==> config.mk <==
export PLATFORM = sky130hd
export DESIGN_NAME = pipeline_hazard_ctrl
export DESIGN_NICKNAME = d
export VERILOG_FILES = /design/src/rtl/pipeline_hazard_ctrl.sv
export SDC_FILE = /design/constraint.sdc
export NUM_CORES = 1
export LEC_CHECK = 0
export BUFFER_PORTS_ARGS = -buffer_cell sky130_fd_sc_hd__clkbuf_2
export CAP_MARGIN = 5
export CORE_ASPECT_RATIO = 0.5
export CORE_MARGIN = 2
export CORE_UTILIZATION = 54
export CTS_BUF_LIST = sky130_fd_sc_hd__clkbuf_16
export DETAILED_ROUTE_END_ITERATION = 10
export PLACE_DENSITY = 0.83
export SYNTH_ARGS = -nofsm -noshare
export SYNTH_HDL_FRONTEND = slang
export SYNTH_SLANG_ARGS = --single-unit
==> constraint.sdc <==
create_clock -name clk -period 3.62 [get_ports clk]
set_input_delay 0.905 -clock clk [delete_from_list [all_inputs] [get_ports clk]]
set_output_delay 0.905 -clock clk [all_outputs]
set_load 0.02 [all_outputs]
==> src/rtl/pipeline_hazard_ctrl.sv <==
// pipeline_hazard_ctrl: stall/flush sequencer for data hazards, taken branches and multi-cycle multiplies.
// Define PIPE_FWD_EN when a forwarding unit is present, which limits data stalls to load-use hazards.
module pipeline_hazard_ctrl #(
  parameter int REG_W       = 5,
  parameter int ZERO_REG    = 31,
  parameter int MUL_MAX_CYC = 64,
  parameter int CNT_W       = 16
) (
  input  logic             clk,
  input  logic             reset,
  input  logic             id_valid,
  input  logic [REG_W-1:0] id_rs1,
  input  logic [REG_W-1:0] id_rs2,
  input  logic             id_use_rs1,
  input  logic             id_use_rs2,
  input  logic [REG_W-1:0] ex_rd,
  input  logic             ex_regwrite,
  input  logic             ex_memread,
  input  logic [REG_W-1:0] mem_rd,
  input  logic             mem_regwrite,
  input  logic             br_taken,
  input  logic             mul_start,
  input  logic             mul_done,
  output logic             pc_en,
  output logic             ifid_en,
  output logic             idex_en,
  output logic             ifid_flush,
  output logic             idex_flush,
  output logic             exmem_flush,
  output logic [CNT_W-1:0] stall_count,
  output logic             mul_timeout
);
  localparam logic RUN      = 1'b0;
  localparam logic MUL_WAIT = 1'b1;
  localparam int   MC_W     = $clog2(MUL_MAX_CYC + 1);
  localparam logic [REG_W-1:0] ZR = REG_W'(ZERO_REG);
  localparam logic [MC_W-1:0]  MC_LAST = MC_W'(MUL_MAX_CYC - 1);

  logic             state_q, state_d;
  logic [MC_W-1:0]  mul_cnt_q, mul_cnt_d;
  logic [CNT_W-1:0] stall_count_q, stall_count_d;
  logic             mul_timeout_q, mul_timeout_d;

  logic dep_ex1, dep_ex2, dep_mem1, dep_mem2, load_use, data_stall;
  logic in_wait, run_plain, run_br, run_stall, mul_last, mul_end;

  assign dep_ex1  = id_valid & id_use_rs1 & ex_regwrite & (ex_rd == id_rs1) & (id_rs1 != ZR);
  assign dep_ex2  = id_valid & id_use_rs2 & ex_regwrite & (ex_rd == id_rs2) & (id_rs2 != ZR);
  assign dep_mem1 = id_valid & id_use_rs1 & mem_regwrite & (mem_rd == id_rs1) & (id_rs1 != ZR);
  assign dep_mem2 = id_valid & id_use_rs2 & mem_regwrite & (mem_rd == id_rs2) & (id_rs2 != ZR);
  assign load_use = ex_memread & (dep_ex1 | dep_ex2);
`ifdef PIPE_FWD_EN
  assign data_stall = load_use;
`else
  assign data_stall = load_use | dep_ex1 | dep_ex2 | dep_mem1 | dep_mem2;
`endif

  // mul_start outranks branch and data terms; that cycle itself runs unstalled
  assign in_wait   = state_q == MUL_WAIT;
  assign run_plain = !in_wait & !mul_start;
  assign run_br    = run_plain & br_taken;
  assign run_stall = run_plain & !br_taken & data_stall;

  assign pc_en       = !reset & !in_wait & !run_stall;
  assign ifid_en     = !reset & !in_wait & !run_stall;
  assign idex_en     = !reset & !in_wait;
  assign ifid_flush  = reset | run_br;
  assign idex_flush  = reset | run_br | run_stall;
  assign exmem_flush = reset | in_wait;
  assign stall_count = stall_count_q;
  assign mul_timeout = mul_timeout_q;

  assign mul_last = mul_cnt_q == MC_LAST;
  assign mul_end  = in_wait & (mul_done | mul_last);

  always_comb begin
    state_d       = in_wait ? (mul_end ? RUN : MUL_WAIT) : (mul_start ? MUL_WAIT : RUN);
    mul_cnt_d     = (in_wait & !mul_end) ? mul_cnt_q + 1'b1 : '0;
    mul_timeout_d = mul_timeout_q | (in_wait & !mul_done & mul_last);
    stall_count_d = (!pc_en && stall_count_q != '1) ? stall_count_q + 1'b1 : stall_count_q;
  end

  always_ff @(posedge clk) begin
    if (reset) begin
      state_q       <= RUN;
      mul_cnt_q     <= '0;
      stall_count_q <= '0;
      mul_timeout_q <= 1'b0;
    end else begin
      state_q       <= state_d;
      mul_cnt_q     <= mul_cnt_d;
      stall_count_q <= stall_count_d;
      mul_timeout_q <= mul_timeout_d;
    end
  end
endmodule

==> run metrics, run 1 <==
outcome finished clean; Hold-fix buffers, CTS 0; critical path class input pin to output port; Worst Path Required 2.71 ns; post-synthesis cell count 180; Final HPWL DP 2720 um; GRT met2 Usage 0.375; Area growth syn-to-layout 18.7%; # Post-CTS Setup Buffers 0; period utilization 0.859; DIE HEIGHT 42.8 um; final net count 263; TNS Setup 0 ns; diodes inserted 0; worst-margin pin slew 0.582 ns; Rel. slew slack 0.608; final slew viol count 0; Max-Cap Viols 0; critical path launch point type input pin; Hold WS 0.454 ns; total I/O pin count 54; P per Cell Area 325 mW/mm^2; post-synthesis cell area 0.00162 mm^2; Hold Path Class register to register; core area 0.00272 mm^2; fin area 0.00193 mm^2; Num Clock Sinks 25; pre-CTS setup slack 0.523 ns; most frequent cells in the layout clkbuf_2, dfxtp_1, xnor2_1, nand2_1, nor2_1; routed vias 1472; cell row count 13; setup violators final 0; Die W 81.6 um; first-pass GRT wire length 5880 um; slowest stage cell, crit path a221oi_2; PnR worst setup slack 0.509 ns; antenna-violating nets left 0; Ys Warns 0; Avg Synthesized Cell Area 9.02 um^2; vias in the first global route 1372; CTS tree yes; P_leak 0.780 nW; CTS H-Tree Depth 1; IO buf count 52; CP Cell Sequence clkbuf_2 -> xnor2_1 -> nand4_1 -> o22ai_2 -> a221oi_2 -> clkbuf_2; Max VDD drop 224 uV; largest net degree at the start of global routing 27; RSZ-0062 raised after global routing false; Netlist cell types 48; number of synthesized flops with an enable pin 0; cell with the most instances on the worst path clkbuf_2; Seq/Total Area, Yosys 0.308; root buffer cell clkbuf_16; Post-Route WL 3450 um; Overall Global Routing Usage 0.215; main flop type after synthesis dfxtp_1; CP max stage delay 0.53 ns; Final Hold Viols 0; number of remaining DRC errors 0; placed instance count 262; Worst Setup End Kind output port; initial antenna violation count 0; critical path arrival 2.21 ns; WP buf/inv 2; commonest non-fill, non-tap cell in the layout clkbuf_2; Worst Skew 0.00629 ns; 1st-iter DRT viols 95; Clock Tree Buf Depth 2; post-CTS sizing 0; First-pass DRT Iterations 4; vias per cell 5.53; Placed Area 0.00185 mm^2; GR peak layer met2; fin cells 266; initial core utilization 0.598; #FFs+latches synth 25; synthesized net count 213; Max FO, Critical Path 6; GPL Wtd Cong 0.807; routing usage on met3 0.0596; GR Overflow Total 0; fraction of layout cells with a size suffix above 1 0.328; routed len/inst 13.0 um; Die Area 0.00349 mm^2; Global Route met1 Usage 0.266; CTS clk-pin slew, worst paths 0.06 ns; Clock Latency Late Sink 0.26 ns; Highest Clock Rate 0.321 GHz; min Tclk post-route 3.11 ns; FFs w/ async S/R, synth 0; Fill cells 227; Inserted Clock Buffers 3; Worst path top cell family by delay compound AO/OA/AOI/OAI gates
[metal layers]
metal,routed length [um],part of all wire
met1,1580,0.46
met3,207,0.060
met4,19,0.0055
met5,0,0
met2,1640,0.48
[report_power, final]
group          total, mW  switching (mW)  leakage [nW]  internal, mW
combinational      0.102          0.0568         0.536        0.0456
sequential         0.284         0.00509         0.202         0.279
clock              0.240          0.0926        0.0423         0.148
total              0.627           0.154         0.780         0.472
[per-stage QoR]
stage / power, mW / util
after global routing: 0.654 / 0.710
after CTS: 0.633 / 0.710
final: 0.627 / 0.710
after floorplan: 0.356 / -
after detailed placement: 0.393 / 0.681
after global placement: 0.390 / 0.681
[flip-flops by register name, indices dropped and copies added (netlist names)]
name / count
in_wait: 1
mul_cnt_q: 7
mul_timeout: 1
stall_count: 16
[final cells by class]
cell class | instances | area [um^2] | area share
sequential | 25 | 500 | 0.260
clock inverter | 1 | 3.75 | 0.00195
tap | 37 | 46.3 | 0.0240
clock buffer | 3 | 75.1 | 0.0389
multi-input combinational | 141 | 1010 | 0.523
timing repair buffer | 54 | 275 | 0.143
inverter | 5 | 18.8 | 0.00973
[cells in the mapped netlist, drive strengths merged (2+ instances only)]
master,instances,area (um^2)
or4,6,45.0
o21ai,3,15.0
and2,2,16.3
and3,9,70.1
nor4,3,25.0
nand3,7,35.0
xnor2,23,201
or4b,2,20.0
a21oi,10,50.1
inv,5,18.8
nor2b,4,25.0
nor2,16,60.1
nand2,16,60.1
ha,2,25.0
o41ai,2,17.5
o22ai,2,25.0
a31oi,2,25.0
mux2,4,45.0
dfxtp,25,500
nand4,5,31.3
buf,7,72.6
o31ai,6,45.0
nor4b,3,47.5
[final timing paths]
kind | startpoint | slack [ns] | end | cells past startpoint
hold / removal | mul_timeout$_SDFF_PP0_ | 0.45 | mul_timeout$_SDFF_PP0_ | 2
hold reg to reg | mul_timeout$_SDFF_PP0_ | 0.45 | mul_timeout$_SDFF_PP0_ | 2
setup / recovery | id_rs2[3] | 0.51 | ifid_en | 6
setup reg to reg | in_wait$_SDFF_PP0_ | 1.42 | stall_count[15]$_SDFFE_PP0P_ | 7
[worst register-to-register path, stage by stage, from the launching register on]
cell,delay (ns)
dfxtp_1,0.36
nor4b_4,0.33
nand2_1,0.11
a31oi_2,0.22
a221oi_2,0.16
buf_4,0.24
nor4_2,0.33
mux2_1,0.34
[cells by family after synthesis]
group / after synthesis / synth area share
AO/OA/AOI/OAI: 32 / 0.152
XOR/XNOR: 24 / 0.129
multiplexers: 4 / 0.0277
adder cells (fa/ha/maj): 2 / 0.0154
flip-flops: 25 / 0.308
buffers and inverters: 14 / 0.0709
AND/OR/NAND/NOR: 79 / 0.297
(Power assumes the default switching activity.)
==> run 2, diff against run 1 <==
--- a/config.mk
+++ b/config.mk
@@ -9,10 +9,11 @@
 export CAP_MARGIN = 5
 export CORE_ASPECT_RATIO = 0.5
 export CORE_MARGIN = 2
-export CORE_UTILIZATION = 54
+export CORE_UTILIZATION = 30
 export CTS_BUF_LIST = sky130_fd_sc_hd__clkbuf_16
 export DETAILED_ROUTE_END_ITERATION = 10
-export PLACE_DENSITY = 0.83
+export PLACE_DENSITY = 0.5
+export REMOVE_ABC_BUFFERS = 1
 export SYNTH_ARGS = -nofsm -noshare
 export SYNTH_HDL_FRONTEND = slang
 export SYNTH_SLANG_ARGS = --single-unit
==> run 2 against run 1 <==
  * Sequential cell count did not move
  * Utilization fell by 32 points
  * Critical endpoint unchanged
  * Largest power group unchanged
  * Wire length rose by 11%
==> run metrics, run 2 (synthesis results as in run 1) <==
period utilization 0.824 (-0.0353); P_leak 0.780 nW (unchanged); routed len/inst 12.8 um (-1.3%); 1st-iter DRT viols 41 (-57%); Hold Path Class register to register; Worst Skew 0.00635 ns (+0.0000561 ns); CTS clk-pin slew, worst paths 0.06 ns (about the same); Overall Global Routing Usage 0.131 (-0.0844); Fill cells 537 (+140%); uppermost layer routed met4; vias per cell 4.87 (-12%); root buffer cell clkbuf_16; Highest Clock Rate 0.335 GHz (+4.3%); fraction of layout cells with a size suffix above 1 0.328 (unchanged); post-CTS sizing 0 (unchanged); Max FO, Critical Path 3 (-3); met2 wire length 1670 um (+1.8%); TNS Setup 0 ns (unchanged); CTS tree yes; PnR worst setup slack 0.637 ns (+0.128 ns); Rel. slew slack 0.641 (+0.0327); critical path class input pin to output port; Max VDD drop 169 uV (-25%); Largest register FFs 16 (unchanged); largest net degree at the start of global routing 29 (+7.4%); CTS H-Tree Depth 1 (unchanged); # Post-CTS Setup Buffers 0 (unchanged); Inserted Clock Buffers 3 (unchanged); most frequent cells in the layout clkbuf_2, dfxtp_1, xnor2_1, nand2_1, nor2_1; RSZ-0062 raised after global routing false; Die W 108 um (+32%); WL met3 194 um (-6.3%); critical path launch point type input pin; DIE HEIGHT 56.0 um (+31%); pre-CTS setup slack 0.637 ns (+0.114 ns); diodes inserted 0 (unchanged); vias in the first global route 1408 (+2.6%); Num Clock Sinks 25 (unchanged); Clock Tree Buf Depth 2 (unchanged); min Tclk post-route 2.98 ns (-0.128 ns); WL met1 1920 um (+22%); IO buf count 52 (unchanged); Placed Area 0.00189 mm^2 (+2.2%); initial antenna violation count 0 (unchanged); final net count 263 (unchanged); Hold-fix buffers, CTS 0 (unchanged); final slew viol count 0 (unchanged); GR Overflow Total 0 (unchanged); core area 0.00507 mm^2 (+87%); GPL Wtd Cong 0.733 (-9.2%); routed vias 1455 (-1.2%); critical path arrival 2.08 ns (-0.13 ns); Max-Cap Viols 0 (unchanged); Clock Latency Late Sink 0.26 ns (about the same); Post-Route WL 3830 um (+11%); initial core utilization 0.320 (-0.277); Final HPWL DP 2930 um (+7.6%); number of remaining DRC errors 0 (unchanged); Area growth syn-to-layout 21.3%; P per Cell Area 320 mW/mm^2 (-1.6%); Die Area 0.00605 mm^2 (+74%); cell row count 18 (+5); setup violators final 0 (unchanged); Final Hold Viols 0 (unchanged); outcome finished clean; Worst Path Required 2.71 ns (about the same); Worst Setup End Kind output port; total I/O pin count 54 (unchanged); First-pass DRT Iterations 4 (unchanged); antenna-violating nets left 0 (unchanged); worst-margin pin slew 0.534 ns (-0.0485 ns); commonest non-fill, non-tap cell in the layout clkbuf_2; fin area 0.00197 mm^2 (+2.1%); first-pass GRT wire length 6270 um (+6.7%)
[run 2: cell counts in the layout (fill, tap and decap cells not counted)]
No cell type changed its count.
[run 2: power by group]
group	internal (mW)	switching (mW)
clock network	0.148	0.0943
logic	0.0456	0.0583
registers	0.279	0.00541
[run 2: final cells by class]
type	instances	area, um^2	share of cell area
clock buffers	3	75.1	0.0381
clock inverters	1	3.75	0.00191
inverters	5	18.8	0.00953
multi-input cells	141	1010	0.512
flip-flops and latches	25	500	0.254
well taps	70	87.6	0.0445
repair buffers	54	275	0.140
[run 2: critical path, stage by stage]
cell      delay [ns]
clkbuf_2        0.12
xnor2_1         0.13
nand4_1         0.13
o22ai_2         0.11
a221oi_2        0.43
clkbuf_2        0.25
[run 2: layer usage]
metal	GRT usage	vias to the layer above
met4	0.0495	0
met3	0.0304	2
met1	0.165	667
li1	-	755
met5	0	-
met2	0.217	31
[run 2: worst paths after layout]
path | startpoint | endpoint | slack, ns | cells after the start
min | mul_cnt_q[0]$_SDFF_PP0_ | mul_cnt_q[0]$_SDFF_PP0_ | 0.45 | 1
max | id_rs2[3] | ifid_en | 0.64 | 6
max reg2reg | stall_count[0]$_SDFFE_PP0P_ | stall_count[9]$_SDFFE_PP0P_ | 1.44 | 7
min reg2reg | mul_cnt_q[0]$_SDFF_PP0_ | mul_cnt_q[0]$_SDFF_PP0_ | 0.45 | 1
[run 2: per-stage QoR]
| stage | utilization | power, mW | hold WS [ns] | std cells |
|---|---|---|---|---|
| 2_1_floorplan | - | 0.346 | 0.418 | 171 |
| 3_3_place_gp | 0.373 | 0.394 | 0.432 | 295 |
| 3_5_place_dp | 0.373 | 0.395 | 0.438 | 295 |
| 4_1_cts | 0.389 | 0.641 | 0.452 | 299 |
| 5_1_grt | 0.389 | 0.667 | 0.461 | 299 |
| 6_report | 0.389 | 0.630 | 0.451 | 299 |
==> run 3, diff against run 2 <==
--- a/config.mk
+++ b/config.mk
@@ -5,6 +5,7 @@
 export SDC_FILE = /design/constraint.sdc
 export NUM_CORES = 1
 export LEC_CHECK = 0
+export ABC_AREA = 1
 export BUFFER_PORTS_ARGS = -buffer_cell sky130_fd_sc_hd__clkbuf_2
 export CAP_MARGIN = 5
 export CORE_ASPECT_RATIO = 0.5
@@ -12,7 +13,7 @@
 export CORE_UTILIZATION = 30
 export CTS_BUF_LIST = sky130_fd_sc_hd__clkbuf_16
 export DETAILED_ROUTE_END_ITERATION = 10
-export PLACE_DENSITY = 0.5
+export PLACE_DENSITY = 0.49
 export REMOVE_ABC_BUFFERS = 1
 export SYNTH_ARGS = -nofsm -noshare
 export SYNTH_HDL_FRONTEND = slang
==> constraint.sdc (replaced) <==
create_clock -name clk -period 3.1 [get_ports clk]
set_input_delay 0.775 -clock clk [delete_from_list [all_inputs] [get_ports clk]]
set_output_delay 0.775 -clock clk [all_outputs]
set_load 0.02 [all_outputs]
==> run 3 against run 2 <==
  * Combinational power grew 25%
  * Highest routed layer unchanged
  * Non-clock buffer count is the same
  * Global-route usage is 0.34 points higher
  * Wire length grew 15%
  * Largest cell class unchanged
==> run metrics, run 3 <==
GR Overflow Total 0 (unchanged); Worst Skew 0.00338 ns (-0.00297 ns); Netlist cell types 31 (-35%); IO buf count 52 (unchanged); Die Area 0.00696 mm^2 (+15%); r2r startpoint stall_count[0]$_SDFFE_PP0P_; GPL Wtd Cong 0.796 (+8.6%); 1st-iter DRT viols 55 (+34%); PnR worst setup slack 0.449 ns (-0.188 ns); Hold Path Class register to register; Seq/Total Area, Yosys 0.266 (-0.0422); area leader, netlist dfxtp_1; Inserted Clock Buffers 3 (unchanged); Rel. slew slack 0.718 (+0.0779); Area growth syn-to-layout 20.6%; Storage cell area 500 um^2 (unchanged); Overall Global Routing Usage 0.134 (+0.00345); Die W 116 um (+7.4%); DIE HEIGHT 60.0 um (+7.1%); outcome finished clean; Max VDD drop 179 uV (+6.5%); main flop type after synthesis dfxtp_1; pre-CTS setup slack 0.489 ns (-0.148 ns); worst-margin pin slew 0.421 ns (-0.113 ns); Setup crit start id_rs2[2]; final slew viol count 0 (unchanged); setup violators final 0 (unchanged); Hold-fix buffers, CTS 0 (unchanged); Clock Latency Late Sink 0.26 ns (about the same); Critical R2R Capture stall_count[10]$_SDFFE_PP0P_; crit path to ifid_en; min Tclk post-route 2.65 ns; largest net degree at the start of global routing 20 (-31%); CTS H-Tree Depth 1 (unchanged); Fill cells 703 (+31%); most common cell in the netlist nand2_1; area occupied by multi-input gates 0.00115 mm^2 (+14%); Max-Cap Viols 0 (unchanged); critical path arrival 1.88 ns (-0.20 ns); fraction of layout cells with a size suffix above 1 0.265 (-0.0624); initial antenna violation count 0 (unchanged); Synth top area share 0.266 (-0.0422); root buffer cell clkbuf_16; FFs w/ async S/R, synth 0 (unchanged); first-pass GRT wire length 7490 um (+19%); worst-case reg-to-reg path depth 9 (+2); initial core utilization 0.311 (-0.00975); TNS Setup 0 ns (unchanged); routed len/inst 10.2 um (-21%); RSZ-0062 raised after global routing false; period utilization 0.855; R2R setup slack 1.14 ns (-0.30 ns); commonest non-fill, non-tap cell in the layout nand2_1; Final Hold Viols 0 (unchanged); Worst Setup End Kind output port; Final HPWL DP 3550 um (+21%); most frequent cells in the layout nand2_1, clkbuf_2, inv_1, nor2_1, dfxtp_1; post-CTS sizing 0 (unchanged); critical path launch point type input pin; P_leak 1.04 nW (+34%); routed vias 1874 (+29%); # Post-CTS Setup Buffers 0 (unchanged); Ys Warns 0 (unchanged); Clock Tree Buf Depth 2 (unchanged); First-pass DRT Iterations 4 (unchanged); Max FO, Critical Path 3 (unchanged); critical path class input pin to output port; total I/O pin count 54 (unchanged); commonest cells in the netlist nand2_1, inv_1, nor2_1, dfxtp_1, nand3_1; antenna-violating nets left 0 (unchanged); Highest Clock Rate 0.377 GHz; Largest register FFs 16 (unchanged); #FFs+latches synth 25 (unchanged); P per Cell Area 329 mW/mm^2 (+2.9%); number of remaining DRC errors 0 (unchanged); number of synthesized flops with an enable pin 0 (unchanged); final net count 381 (+45%); post-synthesis cell count 297 (+65%); diodes inserted 0 (unchanged); post-synthesis cell area 0.00188 mm^2 (+16%); vias in the first global route 1750 (+24%); vias per cell 4.31 (-11%); Avg Synthesized Cell Area 6.34 um^2 (-30%); CTS tree yes; Post-Route WL 4420 um (+15%); Worst Path Required 2.32 ns (-0.39 ns); CTS clk-pin slew, worst paths 0.06 ns (about the same); cell row count 20 (+2); core area 0.00606 mm^2 (+20%); Num Clock Sinks 25 (unchanged); Area contributors post-synth dfxtp_1, nand2_1, inv_1
## run 3: cell count changes after synthesis, moves of 11 or more
cell,before,now
nor3_1,0,11
xor2_1,1,14
nand2_1,16,100
nand3_1,7,20
xnor2_1,23,1
inv_1,5,35
nor2_1,16,27
## run 3: through the flow
step / std cells / hold slack (ns) / instance area (um^2) / total power, mW / util
6_report: 435 / 0.450 / 2270 / 0.748 / 0.375
5_1_grt: 435 / 0.480 / 2270 / 0.797 / 0.375
4_1_cts: 435 / 0.453 / 2270 / 0.764 / 0.375
3_5_place_dp: 431 / 0.442 / 2190 / 0.470 / 0.362
3_3_place_gp: 431 / 0.430 / 2190 / 0.469 / 0.362
2_1_floorplan: 289 / 0.418 / 1800 / 0.412 / -
## run 3: kinds of logic (layout without fill, tap and decap cells)
logic type / Yosys count / in the layout / synth area share
AOI/OAI and AO/OA: 24 / 24 / 0.0811
xor gates and xnor gates: 16 / 16 / 0.0785
adders and majority gates: 2 / 2 / 0.0133
buffers and inverters: 50 / 100 / 0.125
DFF: 25 / 25 / 0.266
and+or+nand+nor: 180 / 180 / 0.436
## run 3: layer usage
layer  up-vias  global-route usage  share of wire
met1       827               0.171           0.49
met3         2              0.0345          0.040
met4         0              0.0289         0.0066
li1       1021                   -              -
met5         -                   0              0
met2        24               0.233           0.46
## run 3: critical path, stage by stage
cell      delay, ns
clkbuf_2       0.11
inv_2          0.05
nor3_1         0.27
nand3_1        0.11
nand2_1        0.08
nand2_1        0.09
nand2_2        0.10
nand2_4        0.05
inv_1          0.07
clkbuf_2       0.16
## run 3: how the worst min path moves through the flow
stage	cells after the start	endpoint	slack, ns	start
finish	1	mul_cnt_q[0]$_SDFF_PP0_	0.45	mul_cnt_q[0]$_SDFF_PP0_
CTS	2	mul_cnt_q[6]$_SDFF_PP0_	0.45	mul_cnt_q[6]$_SDFF_PP0_
global route	2	mul_cnt_q[6]$_SDFF_PP0_	0.48	mul_cnt_q[6]$_SDFF_PP0_
floorplan	1	mul_cnt_q[0]$_SDFF_PP0_	0.42	mul_cnt_q[0]$_SDFF_PP0_
global placement	1	mul_cnt_q[0]$_SDFF_PP0_	0.43	mul_cnt_q[0]$_SDFF_PP0_
detailed placement	2	mul_cnt_q[6]$_SDFF_PP0_	0.44	mul_cnt_q[6]$_SDFF_PP0_
## run 3: power by group
part	internal, mW	switching [mW]	leakage (nW)	total (mW)
Sequential	0.326	0.00552	0.202	0.332
Combinational	0.0465	0.0832	0.802	0.130
Clock	0.174	0.113	0.0409	0.286
Total	0.546	0.201	1.04	0.748
## run 3: area by class of cell
cell class                      count  share of cell area
Multi-Input combinational cell    222               0.505
Inverter                           42              0.0695
Timing Repair Buffer               54               0.121
Sequential cell                    25               0.221
Clock buffer                        3              0.0331
Tap cell                           88              0.0485
Clock inverter                      1             0.00221
